## src/rtl/hilo_muldiv_pkg.sv

```systemverilog
// Shared definitions for the Hi/Lo multiply/divide unit: ALU-control operation
// codes, sequencer states and the latched operation type.
package hilo_muldiv_pkg;

   localparam int         WIDTH_DEFAULT = 32;
   localparam logic [4:0] OP_CODE_MULT  = 5'h0f;
   localparam logic [4:0] OP_CODE_DIV   = 5'h10;

   typedef enum logic [1:0] {
      IDLE = 2'd0,
      RUN  = 2'd1,
      FIX  = 2'd2
   } state_e;

   typedef enum logic {
      OP_TYPE_MULT = 1'b0,
      OP_TYPE_DIV  = 1'b1
   } opType_e;

endpackage

```

## src/rtl/muldiv_iter_step.sv

```systemverilog
// One combinational radix-2 step on magnitudes: shift-add for multiply,
// restoring shift-subtract for divide. The sequencer merges quotBit_o into bit 0.
module muldiv_iter_step
   import hilo_muldiv_pkg::*;
#(
   parameter int WIDTH = WIDTH_DEFAULT
) (
   input  logic [2*WIDTH:0]  acc_i,
   input  logic [WIDTH-1:0]  operand_i,
   input  opType_e           opType_i,
   output logic [2*WIDTH:0]  accNext_o,
   output logic              quotBit_o
);

   logic [WIDTH:0] addSum;
   logic [WIDTH:0] shiftRem;
   logic [WIDTH:0] diffRem;

   // Multiply keeps the product in acc[2W-1:0] with a carry slot on top;
   // divide keeps a W+1 bit partial remainder above the dividend/quotient bits.
   always_comb begin
      addSum    = acc_i[2*WIDTH:WIDTH] + (acc_i[0] ? {1'b0, operand_i} : '0);
      shiftRem  = acc_i[2*WIDTH-1:WIDTH-1];
      diffRem   = shiftRem - {1'b0, operand_i};
      quotBit_o = 1'b0;
      accNext_o = '0;
      if (opType_i == OP_TYPE_MULT) begin
         accNext_o = {1'b0, addSum, acc_i[WIDTH-1:1]};
      end else begin
         quotBit_o = (shiftRem >= {1'b0, operand_i});
         accNext_o = {(quotBit_o ? diffRem : shiftRem), acc_i[WIDTH-2:0], 1'b0};
      end
   end

endmodule

```

## src/rtl/hilo_muldiv_unit.sv

```systemverilog
// Iterative signed multiply/divide unit owning the architectural Hi/Lo
// registers; stalls the pipeline while a result is pending.
module hilo_muldiv_unit
   import hilo_muldiv_pkg::*;
#(
   parameter int         WIDTH   = WIDTH_DEFAULT,
   parameter logic [4:0] OP_MULT = OP_CODE_MULT,
   parameter logic [4:0] OP_DIV  = OP_CODE_DIV
) (
   input  logic             clk,
   input  logic             rst,
   input  logic             EXE_LoHiWrite,
   input  logic [4:0]       operation,
   input  logic [WIDTH-1:0] opA,
   input  logic [WIDTH-1:0] opB,
   input  logic             EXE_HiRead,
   input  logic             EXE_LoRead,
   output logic [WIDTH-1:0] hilo_data,
   output logic             stall,
   output logic             busy,
   output logic             div_zero,
   output logic [WIDTH-1:0] hi,
   output logic [WIDTH-1:0] lo
);

   localparam int CNT_W = $clog2(WIDTH);

   state_e             state_q, state_d;
   logic [CNT_W-1:0]   count_q;
   logic [2*WIDTH:0]   acc_q, acc_d, stepAcc;
   logic               stepQuotBit;
   logic [WIDTH-1:0]   operand_q;
   logic               signA_q, signB_q;
   opType_e            opType_q;
   logic [WIDTH-1:0]   hi_q, lo_q;
   logic               divZero_q;

   logic               start;
   logic [WIDTH-1:0]   magA, magB;
   logic [2*WIDTH-1:0] product;
   logic [WIDTH-1:0]   quotient, remainder;
   logic [WIDTH-1:0]   fixHi, fixLo;
   logic               signDiff;

   assign start = (state_q == IDLE) && EXE_LoHiWrite &&
                  ((operation == OP_MULT) || (operation == OP_DIV));
   assign magA  = opA[WIDTH-1] ? -opA : opA;
   assign magB  = opB[WIDTH-1] ? -opB : opB;

   muldiv_iter_step #(.WIDTH(WIDTH)) u_step (
      .acc_i     (acc_q),
      .operand_i (operand_q),
      .opType_i  (opType_q),
      .accNext_o (stepAcc),
      .quotBit_o (stepQuotBit)
   );

   assign acc_d = stepAcc | {{(2*WIDTH){1'b0}}, stepQuotBit};

   always_ff @(posedge clk or posedge rst) begin
      if (rst) state_q <= IDLE;
      else     state_q <= state_d;
   end

   always_comb begin
      state_d = state_q;
      case (state_q)
         IDLE:    if (start) state_d = RUN;
         RUN:     if (count_q == '0) state_d = FIX;
         FIX:     state_d = IDLE;
         default: state_d = IDLE;
      endcase
   end

   always_comb begin
      busy      = (state_q != IDLE);
      stall     = busy && (EXE_HiRead || EXE_LoRead || EXE_LoHiWrite);
      hilo_data = EXE_HiRead ? hi_q : (EXE_LoRead ? lo_q : '0);
   end

   // Sign correction: the remainder follows the dividend, so a zero divisor
   // naturally returns the original opA in Hi; only Lo needs forcing.
   always_comb begin
      signDiff  = signA_q ^ signB_q;
      product   = signDiff ? -acc_q[2*WIDTH-1:0] : acc_q[2*WIDTH-1:0];
      quotient  = acc_q[WIDTH-1:0];
      remainder = acc_q[2*WIDTH-1:WIDTH];
      fixHi     = product[2*WIDTH-1:WIDTH];
      fixLo     = product[WIDTH-1:0];
      if (opType_q == OP_TYPE_DIV) begin
         fixHi = signA_q ? -remainder : remainder;
         if (operand_q == '0) fixLo = '1;
         else                 fixLo = signDiff ? -quotient : quotient;
      end
   end

   always_ff @(posedge clk or posedge rst) begin
      if (rst) begin
         count_q   <= '0;
         acc_q     <= '0;
         operand_q <= '0;
         signA_q   <= 1'b0;
         signB_q   <= 1'b0;
         opType_q  <= OP_TYPE_MULT;
         hi_q      <= '0;
         lo_q      <= '0;
         divZero_q <= 1'b0;
      end else begin
         case (state_q)
            IDLE: if (start) begin
               signA_q   <= opA[WIDTH-1];
               signB_q   <= opB[WIDTH-1];
               count_q   <= CNT_W'(WIDTH - 1);
               divZero_q <= 1'b0;
               if (operation == OP_DIV) begin
                  opType_q  <= OP_TYPE_DIV;
                  acc_q     <= {{(WIDTH+1){1'b0}}, magA};
                  operand_q <= magB;
               end else begin
                  opType_q  <= OP_TYPE_MULT;
                  acc_q     <= {{(WIDTH+1){1'b0}}, magB};
                  operand_q <= magA;
               end
            end
            RUN: begin
               acc_q <= acc_d;
               if (count_q != '0) count_q <= count_q - 1'b1;
            end
            FIX: begin
               hi_q      <= fixHi;
               lo_q      <= fixLo;
               divZero_q <= (opType_q == OP_TYPE_DIV) && (operand_q == '0);
            end
            default: ;
         endcase
      end
   end

   assign hi       = hi_q;
   assign lo       = lo_q;
   assign div_zero = divZero_q;

endmodule

```

## config.mk

```make
export PLATFORM = sky130hd
export DESIGN_NAME = hilo_muldiv_unit
export DESIGN_NICKNAME = d
export VERILOG_FILES = /design/src/rtl/hilo_muldiv_pkg.sv /design/src/rtl/muldiv_iter_step.sv /design/src/rtl/hilo_muldiv_unit.sv
export SDC_FILE = /design/constraint.sdc
export NUM_CORES = 1
export LEC_CHECK = 0
export ABC_AREA = 1
export CAP_MARGIN = 30
export CELL_PAD_IN_SITES_DETAIL_PLACEMENT = 0
export CELL_PAD_IN_SITES_GLOBAL_PLACEMENT = 1
export CORE_ASPECT_RATIO = 1.2
export CORE_MARGIN = 4
export CORE_UTILIZATION = 38
export DETAILED_ROUTE_END_ITERATION = 8
export HOLD_SLACK_MARGIN = 0.12
export PLACE_DENSITY = 0.82
export SLEW_MARGIN = 20
export SYNTH_ARGS = -nofsm -noshare
export SYNTH_HDL_FRONTEND = slang
export SYNTH_SLANG_ARGS = --single-unit
```

## constraint.sdc

```tcl
create_clock -name clk -period 6.9 [get_ports clk]
set_input_delay 1.38 -clock clk [delete_from_list [all_inputs] [get_ports clk]]
set_output_delay 1.38 -clock clk [all_outputs]
set_load 0.05 [all_outputs]
```

After elaboration in Yosys (flattened, before gate mapping) --
Cells that the tools add are included.
Storage, ports and cells: bits in registers 172, input bits 74, output and inout port bits 99, logic and storage cells 74
Cells by class: add/sub/neg operators 8, $lt $le $gt $ge 1, equal/unequal tests 7, multiplexer cells 27, bitwise gates (word level) 2, reductions and logical operators 19
Operators with widths (count):
- 2-to-1 mux 32 bit | 12
- 2-to-1 mux 65 bit | 2
- one-hot mux 65 bit (2 select lines) | 1
- negator 32 bit | 4
- OR 65 x 1 -> 65 bit | 1
- 2-to-1 mux 64 bit | 1
- negator 64 bit | 1
- adder 33 bit | 1
- greater-or-equal comparator 33 x 32 -> 1 bit | 1
- 2-to-1 mux 33 bit | 1
- subtractor 33 x 32 -> 33 bit | 1
- zero test 32 bit | 1
- 2-to-1 mux 5 bit | 2
- one-hot mux 5 bit (2 select lines) | 1
- AND reduction 2 bit | 4
- != test 2 bit, second input constant | 3
- nonzero test 2 bit | 3
- equality test 5 x 4 -> 1 bit, second input constant | 1
- equality test 5 bit, second input constant | 1
- zero test 5 bit | 1
- nonzero test 5 bit | 1
- subtractor 5 x 1 -> 5 bit, second input constant | 1
- logical AND 1 bit | 4
- 2-to-1 mux 2 bit | 2
- 9 further kinds | 13

Depth between registers and ports, before layout --
Gate-level depths: netlist of the first run.
depth in word-level cells 5, depth in mapped cells 20, gate-level depth less buffers 19

By module --
Synthesis of the first run repeated with hierarchy kept, for this count alone.
Unflattened totals: cells, all modules 3175, area total of the unflattened synthesis 18350.1 µm²
Modules (own cells, without submodules):
- hilo_muldiv_unit | times used 1, cells each 1811, area an instance 11808.8 µm², sequential area each 4304.1 µm²
- muldiv_iter_step | times used 1, cells each 1364, area an instance 6541.3 µm², sequential area each 0.0 µm²

Worst setup path before layout of the first run --
Ideal clock, no wire load.
path type input-to-output, from input port EXE_HiRead, to output port hilo_data[14], data arrival time 2.842 ns, required time 5.520 ns, path slack 2.678 ns, stages 4, path buffers 1, path through inv_1 -> nand2_1 -> clkbuf_1 -> o21ai_0
Between the ends: cells in the longest elaborated chain, start to end 1
RTL lines:
- start, declared | line hilo_muldiv_unit.sv:16 | input logic EXE_HiRead,
- 2-to-1 mux 32 bit | line hilo_muldiv_unit.sv:78 | hilo_data = EXE_HiRead ? hi_q : (EXE_LoRead ? lo_q : '0);
- end, declared | line hilo_muldiv_unit.sv:18 | output logic [WIDTH-1:0] hilo_data,
Every way passes these cells.

Worst setup path in the final report of the first run --
from input port EXE_HiRead, to output port hilo_data[30]
Same word-level chain as after synthesis.

==> flow_summary.json, run 1 <==
{
  "pre_cts_slack_ns": 1.537,
  "yosys_warnings": 0,
  "vias": 21922,
  "viasPerCell": 5.503,
  "crit_path_start_kind": "input pin",
  "dieArea_mm2": 0.05221,
  "synth_xor_area_frac": 0.03414,
  "dp_hpwl_mm": 68.71,
  "clockRootBuffer": "clkbuf_16",
  "ctsResizeCount": 0,
  "worstSetupPathType": "input pin to output port",
  "synthSimpleGateAreaFrac": 0.4322,
  "max-cap-violations": 0,
  "synthAdderAreaFrac": 0.04959,
  "period_minus_slack_ns": 5.393,
  "dieWidth_um": 209.3,
  "grtUsageTotal": 0.3096,
  "routed_wl_mm": 84.75,
  "nets": 3487,
  "hold_buffers": 0,
  "synthToLayoutAreaGrowth_pct": 16.01,
  "syn_nets": 3370,
  "postSynthCellCount": 3224,
  "post-route-period-util": 0.7816,
  "cts_sinks": 172,
  "htree_levels": 4,
  "drc_errors": 0,
  "setup_viol_count_final": 0,
  "power_density_mw_per_mm2": 491.5,
  "die_height_um": 249.5,
  "synth-seq-area-share": 0.2330,
  "synthFlopType": "dfrtp_1",
  "clock_latency_ns": 0.47,
  "grt_pass1_vias": 20297,
  "min_path_type": "flip-flop to flip-flop",
  "cts_tree": "done",
  "drt_iter0_drc": 2102,
  "skew_ns": 0.01706,
  "setup_ws_ns": 1.507,
  "slew_headroom": 0.4178,
  "worst_pin_slew_ns": 0.8666,
  "p_leak_uw": 0.01099,
  "finalHoldViolations": 0,
  "ys_ff_latch": 172,
  "end_kind": "output port",
  "cts_buffer_depth": 2,
  "max_freq_mhz": 185.4,
  "ir_worst_vdd_uv": 226.7,
  "dr.pass1.iters": 6,
  "cp.required_ns": 5.52,
  "cts_setup_buffers": 0,
  "synth_compound_area_frac": 0.1292,
  "grt_first_pass_wirelength_mm": 124.8,
  "synth_top_family_by_area": "simple AND/OR/NAND/NOR gates",
  "ant_nets": 0,
  "grt_overflow": 0,
  "synth_mux_area_frac": 0,
  "ioPinCount": 173,
  "final_layout_size_suffix_gt1_frac": 0.03101,
  "rsz0062_at_grt": "no",
  "ys_types": 49,
  "antenna_found_initial": 0,
  "crit_fanout": 31,
  "start_util": 0.3838,
  "clk_pin_slew_worst_paths_ns": 0.08,
  "synthArstFlopShare": 1.000,
  "final.setup.tns_ns": 0,
  "rows": 88,
  "synth_edf_count": 0,
  "final_max_slew_viol_count": 0,
  "n_antenna_cell": 0,
  "io_buffers": 172,
  "syn_area_mm2": 0.01847,
  "wl_per_cell_um": 21.27,
  "arrival_ns": 4.01,
  "core-area_mm2": 0.04812,
  "syn_avg_cell_area_um2": 5.729,
  "grt_max_degree": 77,
  "status": "finished clean",
  "cts_buffers": 17,
  "gp_congestion": 1.070
}
## Yosys cell counts, types with 4 or more instances
cell type / count / area [um^2]
o21ai_1: 9 / 45.04
nand3_1: 314 / 1572
xnor2_1: 6 / 52.55
a21oi_1: 139 / 695.7
nand4_1: 59 / 369.1
inv_2: 5 / 18.77
buf_1: 15 / 56.30
nor2_1: 328 / 1231
clkbuf_1: 68 / 255.2
and2_1: 5 / 31.28
clkinv_1: 7 / 26.28
o211ai_1: 24 / 180.2
o21bai_1: 5 / 37.54
ha_1: 70 / 875.8
or2_2: 10 / 62.56
buf_2: 17 / 85.08
a32oi_1: 6 / 52.55
nor2_2: 7 / 43.79
inv_1: 468 / 1757
nand3b_1: 18 / 135.1
nor3_1: 42 / 210.2
o22ai_1: 8 / 50.05
nand2_2: 4 / 25.02
buf_6: 4 / 45.04
xor2_1: 66 / 578.1
dfrtp_1: 172 / 4304
nand2_1: 1091 / 4095
o221ai_1: 16 / 140.1
o21ai_0: 175 / 875.8
nor4_1: 7 / 43.79
a22oi_1: 25 / 187.7
a31oi_1: 6 / 37.54
## report_power, final
group          switching, uW  total [uW]  internal, uW  leakage, uW
clock                    491        1010           515     0.000276
combinational           5140        7370          2230      0.00869
sequential               738        2160          1420      0.00203
total                   6370       10500          4160       0.0110
## metrics by stage
step                      total power (uW)    util  hold WS (ns)  cells  cell area [um^2]
after global placement                9316  0.4314        0.4818   3948             20760
after global routing                 11270  0.4453        0.5385   3984             21430
after detailed placement              9383  0.4326        0.4969   3950             20810
final                                10530  0.4453        0.5186   3984             21430
after CTS                            10410  0.4447        0.5158   3982             21400
after floorplan                       6778       -        0.4669   3224             18470
## worst max-delay path, cell delays in order
cell and delay [ns]:
clkdlybuf4s50_1 0.40, buf_4 0.23, inv_1 0.36, nand2_1 0.45, o21ai_0 0.33, clkdlybuf4s50_1 0.85
## cells by family (layout without fill, tap and decap cells)
group / count (synthesis) / in the layout
simple gates: 1899 / 1899
buf+inv: 585 / 715
compound gates: 424 / 424
flops: 172 / 172
fa+ha+maj: 72 / 72
xor+xnor: 72 / 72
## path summary, 6_finish.rpt
path,start,to,slack [ns],cells past startpoint
max in group asynchronous,rst,hi[31],4.20,3
worst max-delay path,EXE_HiRead,hilo_data[30],1.51,6
worst min-delay path,hi[20],hi[20],0.52,2
worst min register to register,hi[20],hi[20],0.52,2
worst max register to register,acc_q[51],acc_q[49],3.36,13
min in group asynchronous,rst,lo[26],1.41,2
## area by class of cell
class | count | area, um^2
fill | 5263 | 26690
multi-input combinational | 2467 | 11930
sequential | 172 | 4305
timing repair buffer | 203 | 2009
inverter | 480 | 1807
tap | 630 | 788.3
clock buffer | 19 | 432.9
clock inverter | 13 | 148.9
## per-layer routing
| layer | GRT usage | vias up | wire, um |
|---|---|---|---|
| li1 | - | 10556 | - |
| met3 | 0.03998 | 210 | 5760 |
| met5 | 0 | - | 0 |
| met1 | 0.3824 | 10132 | 33710 |
| met4 | 0.1757 | 0 | 5596 |
| met2 | 0.5192 | 1024 | 39690 |
## sequential cells by signal, indices dropped and copies added (netlist names)
register	cells
signA_q	1
lo	32
hi	32
count_q	5
state_q	2
acc_q	65
signB_q	1
operand_q	32
opType_q	1
div_zero	1
## placed cells by master, fill, tap and decap left out, types with 4 or more instances in the layout
cell	count
dfrtp_1	171
and2_1	5
o21bai_1	5
nor2_2	8
a22oi_1	25
a21oi_1	139
o22ai_1	8
clkinv_1	7
inv_6	5
nand4_1	59
nor2_4	4
nand3_1	314
o21ai_0	175
clkdlybuf4s50_1	172
ha_1	70
xor2_1	66
nor3_1	42
nand2_1	1090
o21ai_1	9
o221ai_1	16
nand3b_1	18
inv_2	5
or2_2	10
nor4_1	7
o211ai_1	24
nor2_1	325
inv_1	467
xnor2_1	6
inv_8	4
buf_4	27
nand2_2	5
a32oi_1	6
a31oi_1	6
clkbuf_16	17
No activity file was read; power rests on OpenSTA's default activity.
==> run 2: changes to the inputs <==
--- a/config.mk
+++ b/config.mk
@@ -11,10 +11,10 @@
 export CELL_PAD_IN_SITES_GLOBAL_PLACEMENT = 1
 export CORE_ASPECT_RATIO = 1.2
 export CORE_MARGIN = 4
-export CORE_UTILIZATION = 38
+export CORE_UTILIZATION = 37
 export DETAILED_ROUTE_END_ITERATION = 8
 export HOLD_SLACK_MARGIN = 0.12
-export PLACE_DENSITY = 0.82
+export PLACE_DENSITY = 0.83
 export SLEW_MARGIN = 20
 export SYNTH_ARGS = -nofsm -noshare
 export SYNTH_HDL_FRONTEND = slang
==> constraint.sdc (replaced) <==
create_clock -name clk -period 4.3 [get_ports clk]
set_input_delay 0.86 -clock clk [delete_from_list [all_inputs] [get_ports clk]]
set_output_delay 0.86 -clock clk [all_outputs]
set_load 0.05 [all_outputs]
==> run 2 against run 1 <==
Net effect: combinational power is 61% higher; largest cell class unchanged; clock power is 57% higher; largest power group unchanged; flip-flop and latch count stayed put; first-iteration DRC count is 9.8% lower; global-route usage is 1.3 points lower; power is 61% higher; clock skew is 0.0013 ns lower; non-clock buffer count is 8 higher.
==> flow_summary.json, run 2 (same netlist as run 1, synthesis figures left out) <==
{
  "die_height_um": 252.7,
  "final_max_slew_viol_count": 0,
  "wl_per_cell_um": 20.38,
  "cts_tree": "done",
  "setup_viol_count_final": 0,
  "dr.pass1.iters": 7,
  "n_antenna_cell": 0,
  "final_layout_size_suffix_gt1_frac": 0.04343,
  "power_density_mw_per_mm2": 775.7,
  "final_cell_count_no_fill": 3999,
  "clock_latency_ns": 0.48,
  "grt_overflow": 0,
  "synthToLayoutAreaGrowth_pct": 18.10,
  "drt_iter0_drc": 1897,
  "period_minus_slack_ns": 3.626,
  "ir_worst_vdd_uv": 304.8,
  "io_buffers": 172,
  "route.met2.wl_mm": 38.32,
  "wl_met1_mm": 32.93,
  "core-area_mm2": 0.04933,
  "ant_nets": 0,
  "vias": 21370,
  "grtUsageTotal": 0.2970,
  "top_layer_used": "met4",
  "p_leak_uw": 0.01119,
  "crit_path_start_kind": "input pin",
  "worstSetupPathType": "input pin to output port",
  "arrival_ns": 2.77,
  "largest_reg_flops": 65,
  "dp_hpwl_mm": 66.27,
  "worst_pin_slew_ns": 0.8319,
  "status": "finished clean",
  "viasPerCell": 5.344,
  "dieWidth_um": 212.0,
  "critical-path-top-delay-family": "buffers and inverters",
  "ctsResizeCount": 0,
  "clk_pin_slew_worst_paths_ns": 0.08,
  "routed_wl_mm": 81.49,
  "grt_first_pass_wirelength_mm": 121.6,
  "most-common-layout-cells": "nand2_1 (1,090), inv_1 (466), nor2_1 (325), nand3_1 (314), o21ai_0 (175)",
  "cts_buffers": 17,
  "final_common_cell": "nand2_1",
  "gp_congestion": 1.019,
  "end_kind": "output port",
  "htree_levels": 4,
  "slowest_stage": "o21ai_0",
  "finalHoldViolations": 0,
  "crit_fanout": 22,
  "cts_sinks": 172,
  "nets": 3495,
  "wl_met3_mm": 4.833,
  "rsz0062_at_grt": "no",
  "skew_ns": 0.01581,
  "slew_headroom": 0.4448,
  "grt_pass1_vias": 20128,
  "max_freq_mhz": 275.8,
  "crit_buf_inv": 3,
  "ioPinCount": 173,
  "clockRootBuffer": "clkbuf_16",
  "final.setup.tns_ns": 0,
  "post-route-period-util": 0.8433,
  "cp_slowest_stage_delay_ns": 0.48,
  "cts_setup_buffers": 0,
  "start_util": 0.3744,
  "max-cap-violations": 0,
  "min_path_type": "flip-flop to flip-flop",
  "cp.required_ns": 3.44,
  "rows": 89,
  "grt_max_degree": 113,
  "placedCellCount": 3967,
  "dieArea_mm2": 0.05357,
  "drc_errors": 0,
  "hold_buffers": 0,
  "top_register": "acc_q",
  "crit_chain": "clkdlybuf4s50_1 > inv_1 > nand2_1 > o21ai_0 > buf_12",
  "cts_buffer_depth": 2,
  "antenna_found_initial": 0
}
-- run 2: path summary, 6_finish.rpt --
path	to	slack, ns	cells after the start	startpoint
worst max register to register	acc_q[53]	1.10	18	acc_q[0]
worst min-delay path	hi[24]	0.52	2	hi[24]
min in group asynchronous	hi[29]	0.84	3	rst
worst max-delay path	hilo_data[18]	0.67	5	EXE_HiRead
worst min register to register	hi[24]	0.52	2	hi[24]
max in group asynchronous	acc_q[49]	2.81	3	rst
-- run 2: worst min-delay path, cell delays in order, from the launching register on --
cell     delay, ns
dfrtp_1       0.38
nand2_1       0.06
nand2_1       0.05
-- run 2: metrics by stage --
step | hold WS [ns] | worst slack [ns] | utilization | area, um^2 | total power [uW]
after floorplan | 0.4669 | 1.118 | - | 18470 | 10880
after global placement | 0.4924 | 0.7319 | 0.4298 | 21200 | 15140
after detailed placement | 0.5062 | 0.7103 | 0.4304 | 21230 | 15180
after CTS | 0.5249 | 0.7009 | 0.4422 | 21810 | 16790
after global routing | 0.5531 | 0.4860 | 0.4422 | 21810 | 18210
final | 0.5241 | 0.6740 | 0.4422 | 21810 | 16920
-- run 2: layout make-up --
cell class | instances | area, um^2
Timing Repair Buffer | 211 | 2390
Multi-Input combinational cell | 2467 | 11930
Sequential cell | 172 | 4305
Clock inverter | 14 | 151.4
Tap cell | 637 | 797.0
Clock buffer | 18 | 429.2
Inverter | 480 | 1805
Fill cell | 5441 | 27520
-- run 2: report_power, final --
group          internal (uW)  leakage [uW]  switching [uW]
sequential              2280       0.00203            1160
combinational           3790       0.00889            8110
clock                    774      0.000273             813
-- run 2: routing by layer --
metal,vias up,global-route usage
li1,10577,-
met1,9752,0.3704
met2,841,0.4948
met3,200,0.03774
met4,0,0.1673
met5,-,0
